[src/rtl/alu_pipe_core_if.sv]
// alu_pipe_core_if
//    Handshake and data bundle between an instruction source / result
//    consumer (master) and alu_pipe_core (slave).
//    Instruction side : ACT, ALU_RDY, OP[3:0], MOVI[1:0], REG_A, REG_B, IMM, MEM
//    Result side      : EX_ALU, EX_ALU_VLD, EX_ALU_RDY, FIFO_CNT
interface alu_pipe_core_if #(
   parameter int pDataWidth = 8,
   parameter int pFifoDepth = 4
);
   logic                          ACT;
   logic                          ALU_RDY;
   logic [3:0]                    OP;
   logic [1:0]                    MOVI;
   logic [pDataWidth-1:0]         REG_A;
   logic [pDataWidth-1:0]         REG_B;
   logic [pDataWidth-1:0]         IMM;
   logic [pDataWidth-1:0]         MEM;
   logic [pDataWidth-1:0]         EX_ALU;
   logic                          EX_ALU_VLD;
   logic                          EX_ALU_RDY;
   logic [$clog2(pFifoDepth):0]   FIFO_CNT;

   modport master (
      output ACT, OP, MOVI, REG_A, REG_B, IMM, MEM, EX_ALU_RDY,
      input  ALU_RDY, EX_ALU, EX_ALU_VLD, FIFO_CNT
   );

   modport slave (
      input  ACT, OP, MOVI, REG_A, REG_B, IMM, MEM, EX_ALU_RDY,
      output ALU_RDY, EX_ALU, EX_ALU_VLD, FIFO_CNT
   );
endinterface

[src/rtl/alu_pipe_core.sv]
// alu_pipe_core
//    Single-issue ALU with a shift-add multiplier and a result FIFO.
//    Ports:
//       CLK   - sole clock, rising edge
//       RESET - asynchronous, active-high
//       bus   - alu_pipe_core_if.slave (instruction accept + result FIFO head)
//    Single-cycle ops push their result at the accepting edge. MUL (OP=2)
//    runs pDataWidth shift-add steps, then waits in MUL_WR for FIFO space.
//    All outputs come from registers.
module alu_pipe_core #(
   parameter int pDataWidth = 8,
   parameter int pFifoDepth = 4
) (
   input  logic            CLK,
   input  logic            RESET,
   alu_pipe_core_if.slave  bus
);
   localparam int W  = pDataWidth;
   localparam int PW = $clog2(pFifoDepth);
   localparam int CW = $clog2(pDataWidth);
   localparam logic [W-1:0]  ZERO_C     = {W{1'b0}};
   localparam logic [W-1:0]  ONE_C      = W'(1);
   localparam logic [PW:0]   CNT_ZERO_C = {(PW+1){1'b0}};
   localparam logic [PW:0]   DEPTH_C    = (PW+1)'(pFifoDepth);
   localparam logic [CW-1:0] MUL_LAST_C = CW'(pDataWidth - 1);
   localparam logic [3:0]    OP_MUL_C   = 4'h2;

   typedef enum logic [1:0] {
      ST_IDLE   = 2'd0,
      ST_MUL    = 2'd1,
      ST_MUL_WR = 2'd2
   } state_t;

   state_t          state_r, state_s;
   logic            rdy_r, vld_r;
   logic [W-1:0]    ex_alu_r;
   logic [W-1:0]    fifo_mem_r [0:pFifoDepth-1];
   logic [PW-1:0]   wr_ptr_r, rd_ptr_r;
   logic [PW:0]     cnt_r;
   logic [W-1:0]    mul_a_r, mul_b_r, mul_acc_r;
   logic [CW-1:0]   mul_cnt_r;

   logic            accept_s, pop_s, push_s, mul_start_s, mul_step_s, rdy_s;
   logic [W-1:0]    op_b_s, push_data_s, head_s;
   logic [PW:0]     cnt_nxt_s, remain_s;
   logic [PW-1:0]   rd_ptr_nxt_s;

   // Single-cycle operation results; MUL is produced by the multiplier instead.
   function automatic logic [W-1:0] alu_f(input logic [3:0] op,
                                          input logic [W-1:0] a,
                                          input logic [W-1:0] b);
      logic [W-1:0] r;
      case (op)
         4'h0:    r = a + b;
         4'h1:    r = a - b;
         4'h3:    r = {a[W-2:0], 1'b0};
         4'h4:    r = {1'b0, a[W-1:1]};
         4'h5:    r = {a[W-2:0], a[W-1]};
         4'h6:    r = {a[0], a[W-1:1]};
         4'h7:    r = ~a;
         4'h8:    r = a & b;
         4'h9:    r = a | b;
         4'hA:    r = a ^ b;
         4'hB:    r = ~(a & b);
         4'hC:    r = ~(a | b);
         4'hD:    r = ~(a ^ b);
         4'hE:    r = a + ONE_C;
         4'hF:    r = a - ONE_C;
         default: r = ZERO_C;
      endcase
      return r;
   endfunction

   // Next-state, FIFO push/pop and next output values.
   always_comb begin
      state_s     = state_r;
      push_s      = 1'b0;
      push_data_s = ZERO_C;
      mul_start_s = 1'b0;
      mul_step_s  = 1'b0;

      case (bus.MOVI)
         2'b01:   op_b_s = bus.IMM;
         2'b10:   op_b_s = bus.MEM;
         default: op_b_s = bus.REG_B;
      endcase

      // rdy_r already implies IDLE and not full.
      accept_s = bus.ACT & rdy_r;
      pop_s    = vld_r & bus.EX_ALU_RDY;

      case (state_r)
         ST_IDLE: begin
            if (accept_s) begin
               if (bus.OP == OP_MUL_C) begin
                  mul_start_s = 1'b1;
                  state_s     = ST_MUL;
               end else begin
                  push_s      = 1'b1;
                  push_data_s = alu_f(bus.OP, bus.REG_A, op_b_s);
                  state_s     = ST_IDLE;
               end
            end else begin
               state_s = ST_IDLE;
            end
         end
         ST_MUL: begin
            mul_step_s = 1'b1;
            if (mul_cnt_r == MUL_LAST_C) begin
               state_s = ST_MUL_WR;
            end else begin
               state_s = ST_MUL;
            end
         end
         ST_MUL_WR: begin
            // A pop in this cycle does not count as free space.
            if (cnt_r < DEPTH_C) begin
               push_s      = 1'b1;
               push_data_s = mul_acc_r;
               state_s     = ST_IDLE;
            end else begin
               state_s = ST_MUL_WR;
            end
         end
         default: state_s = ST_IDLE;
      endcase

      cnt_nxt_s    = cnt_r + {{PW{1'b0}}, push_s} - {{PW{1'b0}}, pop_s};
      remain_s     = cnt_r - {{PW{1'b0}}, pop_s};
      rd_ptr_nxt_s = rd_ptr_r + PW'(pop_s);

      // Head after this edge: the word being written when it lands in an
      // otherwise empty FIFO, else the stored entry; empty keeps the old head.
      if (cnt_nxt_s == CNT_ZERO_C) begin
         head_s = ex_alu_r;
      end else if (remain_s == CNT_ZERO_C) begin
         head_s = push_data_s;
      end else begin
         head_s = fifo_mem_r[rd_ptr_nxt_s];
      end

      rdy_s = (state_s == ST_IDLE) && (cnt_nxt_s < DEPTH_C);
   end

   // FSM state register.
   always_ff @(posedge CLK or posedge RESET) begin
      if (RESET) begin
         state_r <= ST_IDLE;
      end else begin
         state_r <= state_s;
      end
   end

   // Result FIFO storage, pointers and occupancy.
   always_ff @(posedge CLK or posedge RESET) begin
      if (RESET) begin
         for (int i = 0; i < pFifoDepth; i++) begin
            fifo_mem_r[i] <= ZERO_C;
         end
         wr_ptr_r <= {PW{1'b0}};
         rd_ptr_r <= {PW{1'b0}};
         cnt_r    <= CNT_ZERO_C;
      end else begin
         if (push_s) begin
            fifo_mem_r[wr_ptr_r] <= push_data_s;
            wr_ptr_r             <= wr_ptr_r + PW'(1);
         end
         rd_ptr_r <= rd_ptr_nxt_s;
         cnt_r    <= cnt_nxt_s;
      end
   end

   // Registered outputs: ready, valid and FIFO head.
   always_ff @(posedge CLK or posedge RESET) begin
      if (RESET) begin
         rdy_r    <= 1'b0;
         vld_r    <= 1'b0;
         ex_alu_r <= ZERO_C;
      end else begin
         rdy_r    <= rdy_s;
         vld_r    <= (cnt_nxt_s != CNT_ZERO_C);
         ex_alu_r <= head_s;
      end
   end

   // Shift-add multiplier: one multiplier bit (LSB first) per MUL cycle.
   always_ff @(posedge CLK or posedge RESET) begin
      if (RESET) begin
         mul_a_r   <= ZERO_C;
         mul_b_r   <= ZERO_C;
         mul_acc_r <= ZERO_C;
         mul_cnt_r <= {CW{1'b0}};
      end else if (mul_start_s) begin
         mul_a_r   <= bus.REG_A;
         mul_b_r   <= op_b_s;
         mul_acc_r <= ZERO_C;
         mul_cnt_r <= {CW{1'b0}};
      end else if (mul_step_s) begin
         mul_acc_r <= mul_acc_r + (mul_b_r[0] ? mul_a_r : ZERO_C);
         mul_a_r   <= {mul_a_r[W-2:0], 1'b0};
         mul_b_r   <= {1'b0, mul_b_r[W-1:1]};
         mul_cnt_r <= mul_cnt_r + CW'(1);
      end
   end

   assign bus.ALU_RDY    = rdy_r;
   assign bus.EX_ALU_VLD = vld_r;
   assign bus.EX_ALU     = ex_alu_r;
   assign bus.FIFO_CNT   = cnt_r;
endmodule

[src/flat_wrapper.sv]
// flat-port wrapper written by rule: the top's interface ports become plain ports
module alu_pipe_core_flat 
#(
   parameter int pDataWidth = 8,
   parameter int pFifoDepth = 4
)
  (CLK, RESET, bus_ACT, bus_OP, bus_MOVI, bus_REG_A, bus_REG_B, bus_IMM, bus_MEM, bus_EX_ALU_RDY, bus_ALU_RDY, bus_EX_ALU, bus_EX_ALU_VLD, bus_FIFO_CNT);
  alu_pipe_core_if #(.pDataWidth(pDataWidth), .pFifoDepth(pFifoDepth)) bus_i ();
  input  logic CLK;
  input  logic RESET;
  input wire logic [$bits(bus_i.ACT)-1:0] bus_ACT;
  input wire logic [$bits(bus_i.OP)-1:0] bus_OP;
  input wire logic [$bits(bus_i.MOVI)-1:0] bus_MOVI;
  input wire logic [$bits(bus_i.REG_A)-1:0] bus_REG_A;
  input wire logic [$bits(bus_i.REG_B)-1:0] bus_REG_B;
  input wire logic [$bits(bus_i.IMM)-1:0] bus_IMM;
  input wire logic [$bits(bus_i.MEM)-1:0] bus_MEM;
  input wire logic [$bits(bus_i.EX_ALU_RDY)-1:0] bus_EX_ALU_RDY;
  output wire logic [$bits(bus_i.ALU_RDY)-1:0] bus_ALU_RDY;
  output wire logic [$bits(bus_i.EX_ALU)-1:0] bus_EX_ALU;
  output wire logic [$bits(bus_i.EX_ALU_VLD)-1:0] bus_EX_ALU_VLD;
  output wire logic [$bits(bus_i.FIFO_CNT)-1:0] bus_FIFO_CNT;
  assign bus_i.ACT = bus_ACT;
  assign bus_i.OP = bus_OP;
  assign bus_i.MOVI = bus_MOVI;
  assign bus_i.REG_A = bus_REG_A;
  assign bus_i.REG_B = bus_REG_B;
  assign bus_i.IMM = bus_IMM;
  assign bus_i.MEM = bus_MEM;
  assign bus_i.EX_ALU_RDY = bus_EX_ALU_RDY;
  assign bus_ALU_RDY = bus_i.ALU_RDY;
  assign bus_EX_ALU = bus_i.EX_ALU;
  assign bus_EX_ALU_VLD = bus_i.EX_ALU_VLD;
  assign bus_FIFO_CNT = bus_i.FIFO_CNT;
  alu_pipe_core #(.pDataWidth(pDataWidth), .pFifoDepth(pFifoDepth)) u_core (.CLK(CLK), .RESET(RESET), .bus(bus_i));
endmodule
[config.mk]
export PLATFORM = sky130hd
export DESIGN_NAME = alu_pipe_core_flat
export DESIGN_NICKNAME = d
export VERILOG_FILES = /design/src/rtl/alu_pipe_core_if.sv /design/src/rtl/alu_pipe_core.sv /design/src/flat_wrapper.sv
export SDC_FILE = /design/constraint.sdc
export NUM_CORES = 1
export LEC_CHECK = 0
export ABC_AREA = 1
export CELL_PAD_IN_SITES_DETAIL_PLACEMENT = 0
export CELL_PAD_IN_SITES_GLOBAL_PLACEMENT = 1
export CORE_ASPECT_RATIO = 1.25
export CORE_MARGIN = 10
export CORE_UTILIZATION = 43
export CTS_CLUSTER_DIAMETER = 100
export DETAILED_ROUTE_END_ITERATION = 10
export GPL_TIMING_DRIVEN = 0
export PLACE_DENSITY = 0.9
export SYNTH_ARGS = -nofsm -noshare
export SYNTH_HDL_FRONTEND = slang
export SYNTH_SLANG_ARGS = --single-unit
[constraint.sdc]
create_clock -name CLK -period 3.5 [get_ports CLK]
set_input_delay 0.7 -clock CLK [delete_from_list [all_inputs] [get_ports CLK]]
set_output_delay 0.7 -clock CLK [all_outputs]
set_load 0.03 [all_outputs]
==> reports/metrics.yaml, run 1 <==
critical_path:
  r2r-start: "u_core.state_r[1]"
  crit_type: "primary input to flip-flop"
  worstSetupEndpointType: "flip-flop"
  crit_end: "u_core.fifo_mem_r[21]"
  path_depth: 22
  crit_path_cell_trace: "clkbuf_2 > inv_1 > ha_1 > inv_2 > buf_8 > nand3_4 > nand2_4 > nand2_4 > nor2_4 > buf_6 > buf_4 > a21oi_1 > o21ai_1 > nand2_1 > ha_4 > buf_4 > a21oi_2 > xor2_1 > o21ai_2 > nand2_2 > buf_4 > a31oi_1"
  slowest_stage: "ha_1"
  cp-startpoint: "bus_MOVI[0]"
  reg2reg_to: "u_core.bus.EX_ALU[5]"
  critical_path.max_fanout: 6
  crit_top_cell: "buf_4"
  cp.arrival_ns: 3.58
  critPathTopFamily: "buffers and inverters"
  start_kind: "primary input"
  r2r_slack_ns: 0.55
  slowest_delay_ns: 0.29
  crit_buf_inv: 8
  rr_worst_depth: 17
  worstPathRequired_ns: 3.75
pwr:
  p_per_area_mw_per_mm2: 727
  ir_drop_v: 0.000438
  p_leak_nw: 3.48
placement:
  place_ws_ns: -1.01
  place_area_mm2: 0.00635
  io_buffer_count: 54
  place_congestion: 0.929
  dp_hpwl_mm: 12.4
clock_network:
  cts.clk_slew.worst_paths_ns: 0.06
  cts.sinks: 78
  cts_tree: "yes"
  cts-buffers-inserted: 9
  h-tree-depth: 3
  cts_buffer_depth: 2
  clock-root-buffer: "clkbuf_16"
  ctsHoldBuffers: 0
  clk_latency_ns: 0.34
logic_synthesis:
  muxShareOfSynthArea_pct: 2.43
  synthesis.area_mm2: 0.00557
  synth_xor_area_share_pct: 1.10
  yosys.area_share.simple_pct: 23.7
  synth.avg_cell_area_um2: 7.36
  synth_ff_type: "dfrtp_1"
  ys_seq_area_share_pct: 35.1
  synth_warnings: 0
  async_flop_share_pct: 100
  synth_compound_area_share_pct: 17.9
  synth_edf_count: 0
  ys_ff_latch: 78
  synth_top_family_by_area: "simple AND/OR/NAND/NOR gates"
  synth_nets: 839
  synth-adder-area-share_pct: 9.62
  synthCells: 756
  synth_cell_types: 44
global_route:
  grt_max_degree: 60
  antenna_found_initial: 0
  grt_usage_pct: 18.3
  grt_pass1_vias: 5446
  gr-total-overflow: 0
  grt_pass1_wl_mm: 26.6
drt:
  drt-vias-per-instance: 5.33
  wl_mm: 16.6
  vias: 5446
  detail-route-antenna-nets: 0
  dr.pass1.iters: 5
  drc: 0
  drt_iter0_drc: 274
  avgRoutedWirePerCell_um: 16.3
worst_hold_path:
  hp-class: "flip-flop to flip-flop"
floorplan:
  ios: 55
  coreArea_mm2: 0.0127
  die_area_mm2: 0.0179
  die_h_um: 147
  rows: 46
  die_width_um: 122
  initial_core_util_pct: 44.0
cells_and_area:
  final_common_cell: "nand2_1"
  syn2layout_area_growth_pct: 28.3
  drive_above_1_share_pct: 18.5
  design_area_mm2: 0.00714
  fill_cells: 1161
  n_antenna_cell: 0
  nets: 931
  layout_common_cells: "nand2_1 (159), inv_1 (108), dfrtp_1 (78)"
flow_run:
  maxCapViolCount: 0
sta:
  finalCritPeriodShare_pct: 95.2
  slew_headroom_pct: 62.9
  final_max_slew_viol_count: 0
  fmax_mhz: 300
  clock_skew_ns: 0.00602
  setup_ws_ns: 0.169
  final-setup-viol-count: 0
  worst_pin_slew_ns: 0.554
  fin_crit_ns: 3.33
  hold_viol_final: 0
status:
  status: "finished clean"
-- per-stage QoR --
stage               cells  hold slack [ns]  setup TNS [ns]  utilization, %  total power [mW]
floorplan             756            0.459               0               -              3.16
global placement      978            0.486          -61.67            49.9              3.80
CTS                  1015            0.507        -0.00682            55.3              5.09
finish               1021            0.507               0            56.4              5.19
detailed placement    979            0.493          -27.03            50.1              3.89
global route         1021            0.522          -0.144            56.4              5.58
-- cell usage after synthesis, drive strengths merged (9+ instances only) --
cell type | number | area [um2]
a31oi | 20 | 125
nor2 | 64 | 270
or2 | 9 | 56.3
o21ai | 88 | 452
ha | 38 | 475
mux2 | 12 | 135
nand3 | 30 | 170
nand2 | 186 | 753
inv | 126 | 473
o22ai | 10 | 62.6
a21oi | 23 | 119
clkbuf | 12 | 45.0
dfrtp | 78 | 1950
-- routing by layer --
layer	vias to the layer above	share of wire [%]	global-route usage (%)
met5	-	0	0
met4	0	3.6	8.48
met3	45	4.7	2.84
met2	161	52	32.6
met1	2585	40	20.6
li1	2655	-	-
-- state kept, by name (all words and copies together), names as in the netlist --
name	count
u_core.fifo_mem_r	32
u_core.mul_b_r	8
u_core.mul_acc_r	8
u_core.mul_a_r	8
u_core.rd_ptr_r	2
u_core.bus.EX_ALU	8
u_core.bus.ALU_RDY	1
u_core.bus.EX_ALU_VLD	1
u_core.wr_ptr_r	2
u_core.mul_cnt_r	3
u_core.state_r	2
u_core.bus.FIFO_CNT	3
-- worst reg2reg max path: stages (launching register included) --
cell and delay (ns):
dfrtp_1 0.39, inv_1 0.07, nor2_1 0.08, inv_1 0.06
nor2_1 0.39, nor2_4 0.11, inv_1 0.13, ha_1 0.16
inv_1 0.05, fa_1 0.37, xnor2_1 0.18, xor2_1 0.30
nor3_2 0.07, clkinv_2 0.08, buf_4 0.15, o31ai_1 0.09
a21oi_2 0.13, nor2_1 0.05
-- report_power, final --
part | total, mW | leakage, nW | internal [mW] | switching (mW)
sequential | 1.54 | 0.999 | 1.32 | 0.224
clock | 1.02 | 0.156 | 0.645 | 0.372
combinational | 2.63 | 2.33 | 1.04 | 1.58
-- logic make-up after synthesis --
| logic type | Yosys count |
|---|---|
| buffers and inverters | 147 |
| muxes | 12 |
| xor gates and xnor gates | 7 |
| AOI/OAI and AO/OA | 170 |
| DFF | 78 |
| adders and majority gates | 41 |
| and+or+nand+nor | 301 |
-- area by class of cell --
type	instances	area, um2	area share, %
buffer	19	101	1.42
multi-input combinational	531	3310	46.3
timing repair buffer	81	757	10.6
sequential	78	1950	27.3
inverter	128	487	6.82
clock inverter	5	81.3	1.14
tap	168	210	2.94
clock buffer	11	243	3.40
-- how the worst min path moves through the flow --
stage / startpoint / end / slack [ns] / cells after the start
6_report: u_core.mul_cnt_r[1] / u_core.mul_cnt_r[1] / 0.51 / 1
5_1_grt: u_core.fifo_mem_r[16] / u_core.fifo_mem_r[16] / 0.52 / 1
4_1_cts: u_core.mul_cnt_r[0] / u_core.mul_cnt_r[0] / 0.51 / 1
3_5_place_dp: u_core.mul_a_r[7] / u_core.mul_a_r[7] / 0.49 / 2
3_3_place_gp: u_core.mul_cnt_r[1] / u_core.mul_cnt_r[1] / 0.49 / 1
2_1_floorplan: u_core.mul_a_r[7] / u_core.mul_a_r[7] / 0.46 / 2
-- repair_timing --
action	in CTS	in global routing
gates resized for setup	49	38
pin swaps	19	26
endpoints found under the setup margin	36	32
buffers inserted	20	6
No activity file was read; power rests on OpenSTA's default activity.
==> run 2, diff against run 1 <==
Settings changed: PLACE_DENSITY 0.9 to default, PLACE_DENSITY_LB_ADDON from default to 0.12.
==> run 2 against run 1 <==
  * Worst setup slack got worse by 0.028 ns
  * Worst hold slack got worse by 0.014 ns
  * Cell count rose by 0.39%
  * Global-route usage rose by 0.40 points
  * Register-to-register slack barely moved
  * Sequential power barely moved
  * Utilization rose by 0.15 points
  * Combinational power barely moved
  * Via count fell by 1.4%
  * First-iteration DRC count rose by 38%
  * Critical endpoint is now u_core.bus.EX_ALU[5]
  * Largest cell class unchanged
==> reports/metrics.yaml, run 2 (same netlist as run 1, synthesis figures left out) <==
flow_run:
  maxCapViolCount: 0  # unchanged
cells_and_area:
  syn2layout_area_growth_pct: 28.6
  multi_input_area_mm2: 0.00328  # -0.87%
  fill_cells: 1216  # +4.7%
  drive_above_1_share_pct: 18.1  # -0.44 points
  final_common_cell: "nand2_1"
  largest_register_ffs: 32  # unchanged
  largest-register: "u_core.fifo_mem_r"
  layout_common_cells: "nand2_1 (160), inv_1 (106), dfrtp_1 (78)"
  design_area_mm2: 0.00716  # +0.26%
  final_cells: 1025  # +0.39%
  n_antenna_cell: 0  # unchanged
  nets: 935  # +0.43%
  seqCellArea_mm2: 0.00195  # unchanged
placement:
  place_congestion: 0.916  # -1.3%
  place_ws_ns: -0.990  # +0.0234 ns
  place_area_mm2: 0.00635  # unchanged
  dp.cells: 979  # unchanged
  io_buffer_count: 54  # unchanged
  dp_hpwl_mm: 12.8  # +3.7%
worst_hold_path:
  hold-path-endpoint: "u_core.mul_a_r[7]"
  min_path_cells: 2  # +1
  min-delay-start: "u_core.mul_a_r[7]"
  hp-class: "flip-flop to flip-flop"
critical_path:
  reg2reg_to: "u_core.bus.EX_ALU[7]"
  critical_path.max_fanout: 5  # -1
  r2r_slack_ns: 0.56  # about the same
  crit_top_cell: "nand2_1"
  start_kind: "primary input"
  slowest_delay_ns: 0.27  # -0.02 ns
  slowest_stage: "ha_1"
  crit_type: "primary input to flip-flop"
  worstPathRequired_ns: 3.73  # -0.02 ns
  r2r-start: "u_core.state_r[0]"
  worstSetupEndpointType: "flip-flop"
  rr_worst_depth: 15  # -2
  cp.arrival_ns: 3.59  # about the same
sta:
  hold_viol_final: 0  # unchanged
  setup_ws_ns: 0.141  # -0.0284 ns
  final-setup-viol-count: 0  # unchanged
  fin_crit_ns: 3.36  # +0.0284 ns
  final_max_slew_viol_count: 0  # unchanged
  worst_pin_slew_ns: 0.594  # +0.0403 ns
  finalCritPeriodShare_pct: 96.0  # +0.81 points
  fmax_mhz: 298  # -0.85%
  slew_headroom_pct: 60.2  # -2.7 points
  finalSetupTns_ns: 0  # unchanged
  clock_skew_ns: 0.00874  # +0.00272 ns
clock_network:
  h-tree-depth: 3  # unchanged
  cts_tree: "yes"
  clk_latency_ns: 0.33  # about the same
  cts.clk_slew.worst_paths_ns: 0.06  # about the same
  cts.sinks: 78  # unchanged
  cts_buffer_depth: 2  # unchanged
  ctsHoldBuffers: 0  # unchanged
  cts-buffers-inserted: 9  # unchanged
  clock-root-buffer: "clkbuf_16"
pwr:
  p_sw_share_pct: 41.5  # -0.45 points
  p_per_area_mw_per_mm2: 722  # -0.60%
  p_switching_mw: 2.15  # -1.4%
  power_frac_seq_pct: 29.6  # -0.2 points
  clkPwrFrac_pct: 19.5  # about the same
  total_power_mw: 5.17  # -0.34%
  p_int_mw: 3.02  # +0.43%
  power_frac_comb_pct: 50.8  # +0.2 points
  p_leak_nw: 3.50  # +0.38%
  ir_drop_v: 0.000386  # -12%
floorplan:
  initial_core_util_pct: 44.0  # unchanged
  die_area_mm2: 0.0179  # unchanged
  die_width_um: 122  # unchanged
  die_h_um: 147  # unchanged
  ios: 55  # unchanged
  coreArea_mm2: 0.0127  # unchanged
  rows: 46  # unchanged
drt:
  vias: 5369  # -1.4%
  avgRoutedWirePerCell_um: 16.4  # +0.58%
  wl_mm: 16.8  # +0.97%
  drc: 0  # unchanged
  detail-route-antenna-nets: 0  # unchanged
  drt-vias-per-instance: 5.24  # -1.8%
  drt_iter0_drc: 379  # +38%
  dr.pass1.iters: 5  # unchanged
global_route:
  grt_max_degree: 72  # +20%
  gr-total-overflow: 0  # unchanged
  grt_pass1_wl_mm: 27.0  # +1.3%
  grt_usage_pct: 18.7  # +0.40 points
  grt_pass1_vias: 5353  # -1.7%
  antenna_found_initial: 0  # unchanged
status:
  status: "finished clean"
## run 2: how the worst max path moves through the flow
stage,end,start,slack [ns],cells after the start
after floorplan,u_core.bus.EX_ALU[5],bus_MOVI[0],0.11,20
after global placement,u_core.bus.EX_ALU[6],bus_ACT,-0.99,17
after detailed placement,u_core.bus.EX_ALU[5],bus_MOVI[0],-0.99,21
after CTS,u_core.bus.EX_ALU[5],bus_MOVI[1],-0.009,23
after global routing,u_core.bus.EX_ALU[5],bus_MOVI[0],-0.02,25
final,u_core.bus.EX_ALU[5],bus_MOVI[0],0.14,25
## run 2: cell type report
type                       instances  share of cell area (%)
tap                              168                    2.94
clock inverter                     5                    1.14
timing repair buffer              86                    11.3
inverter                         128                    6.85
multi-input combinational        531                    45.8
sequential                        78                    27.3
buffer                            18                    1.31
clock buffer                      11                    3.39
## run 2: per-stage QoR
stage,hold WS (ns),util [%]
5_1_grt,0.518,56.5
6_report,0.492,56.5
4_1_cts,0.495,55.0
3_3_place_gp,0.480,49.9
3_5_place_dp,0.477,50.1
2_1_floorplan,0.459,-
## run 2: timing repair
action | 4_1_cts | 5_1_grt
endpoints found under the setup margin | 37 | 37
pin swaps | 23 | 13
cloned | 1 | 0
setup buffers | 18 | 12
gates resized for setup | 40 | 36
## run 2: power groups by stage
stage	Combinational (mW)	Sequential [mW]	Clock (mW)
after global placement	2.30	1.52	0
after detailed placement	2.35	1.54	0
after floorplan	1.52	1.64	0
after CTS	2.51	1.53	1.03
final	2.63	1.53	1.01
after global routing	2.93	1.58	1.07
## run 2: worst max-delay path, delay by kind of cell
| kind | cells | cell delay, ns |
|---|---|---|
| buffers and inverters | 5 | 0.36 |
| AO/OA/AOI/OAI | 3 | 0.40 |
| adder cells (fa/ha/maj) | 2 | 0.53 |
| XOR/XNOR | 1 | 0.23 |
| AND/OR/NAND/NOR | 14 | 1.36 |
## run 2: per-layer routing
| metal | up-vias | track usage, % | share of wire, % |
|---|---|---|---|
| li1 | 2665 | - | - |
| met1 | 2535 | 21.2 | 41 |
| met2 | 136 | 33.5 | 52 |
| met3 | 33 | 3.53 | 4.7 |
| met4 | 0 | 6.81 | 2.5 |
| met5 | - | 0 | 0 |
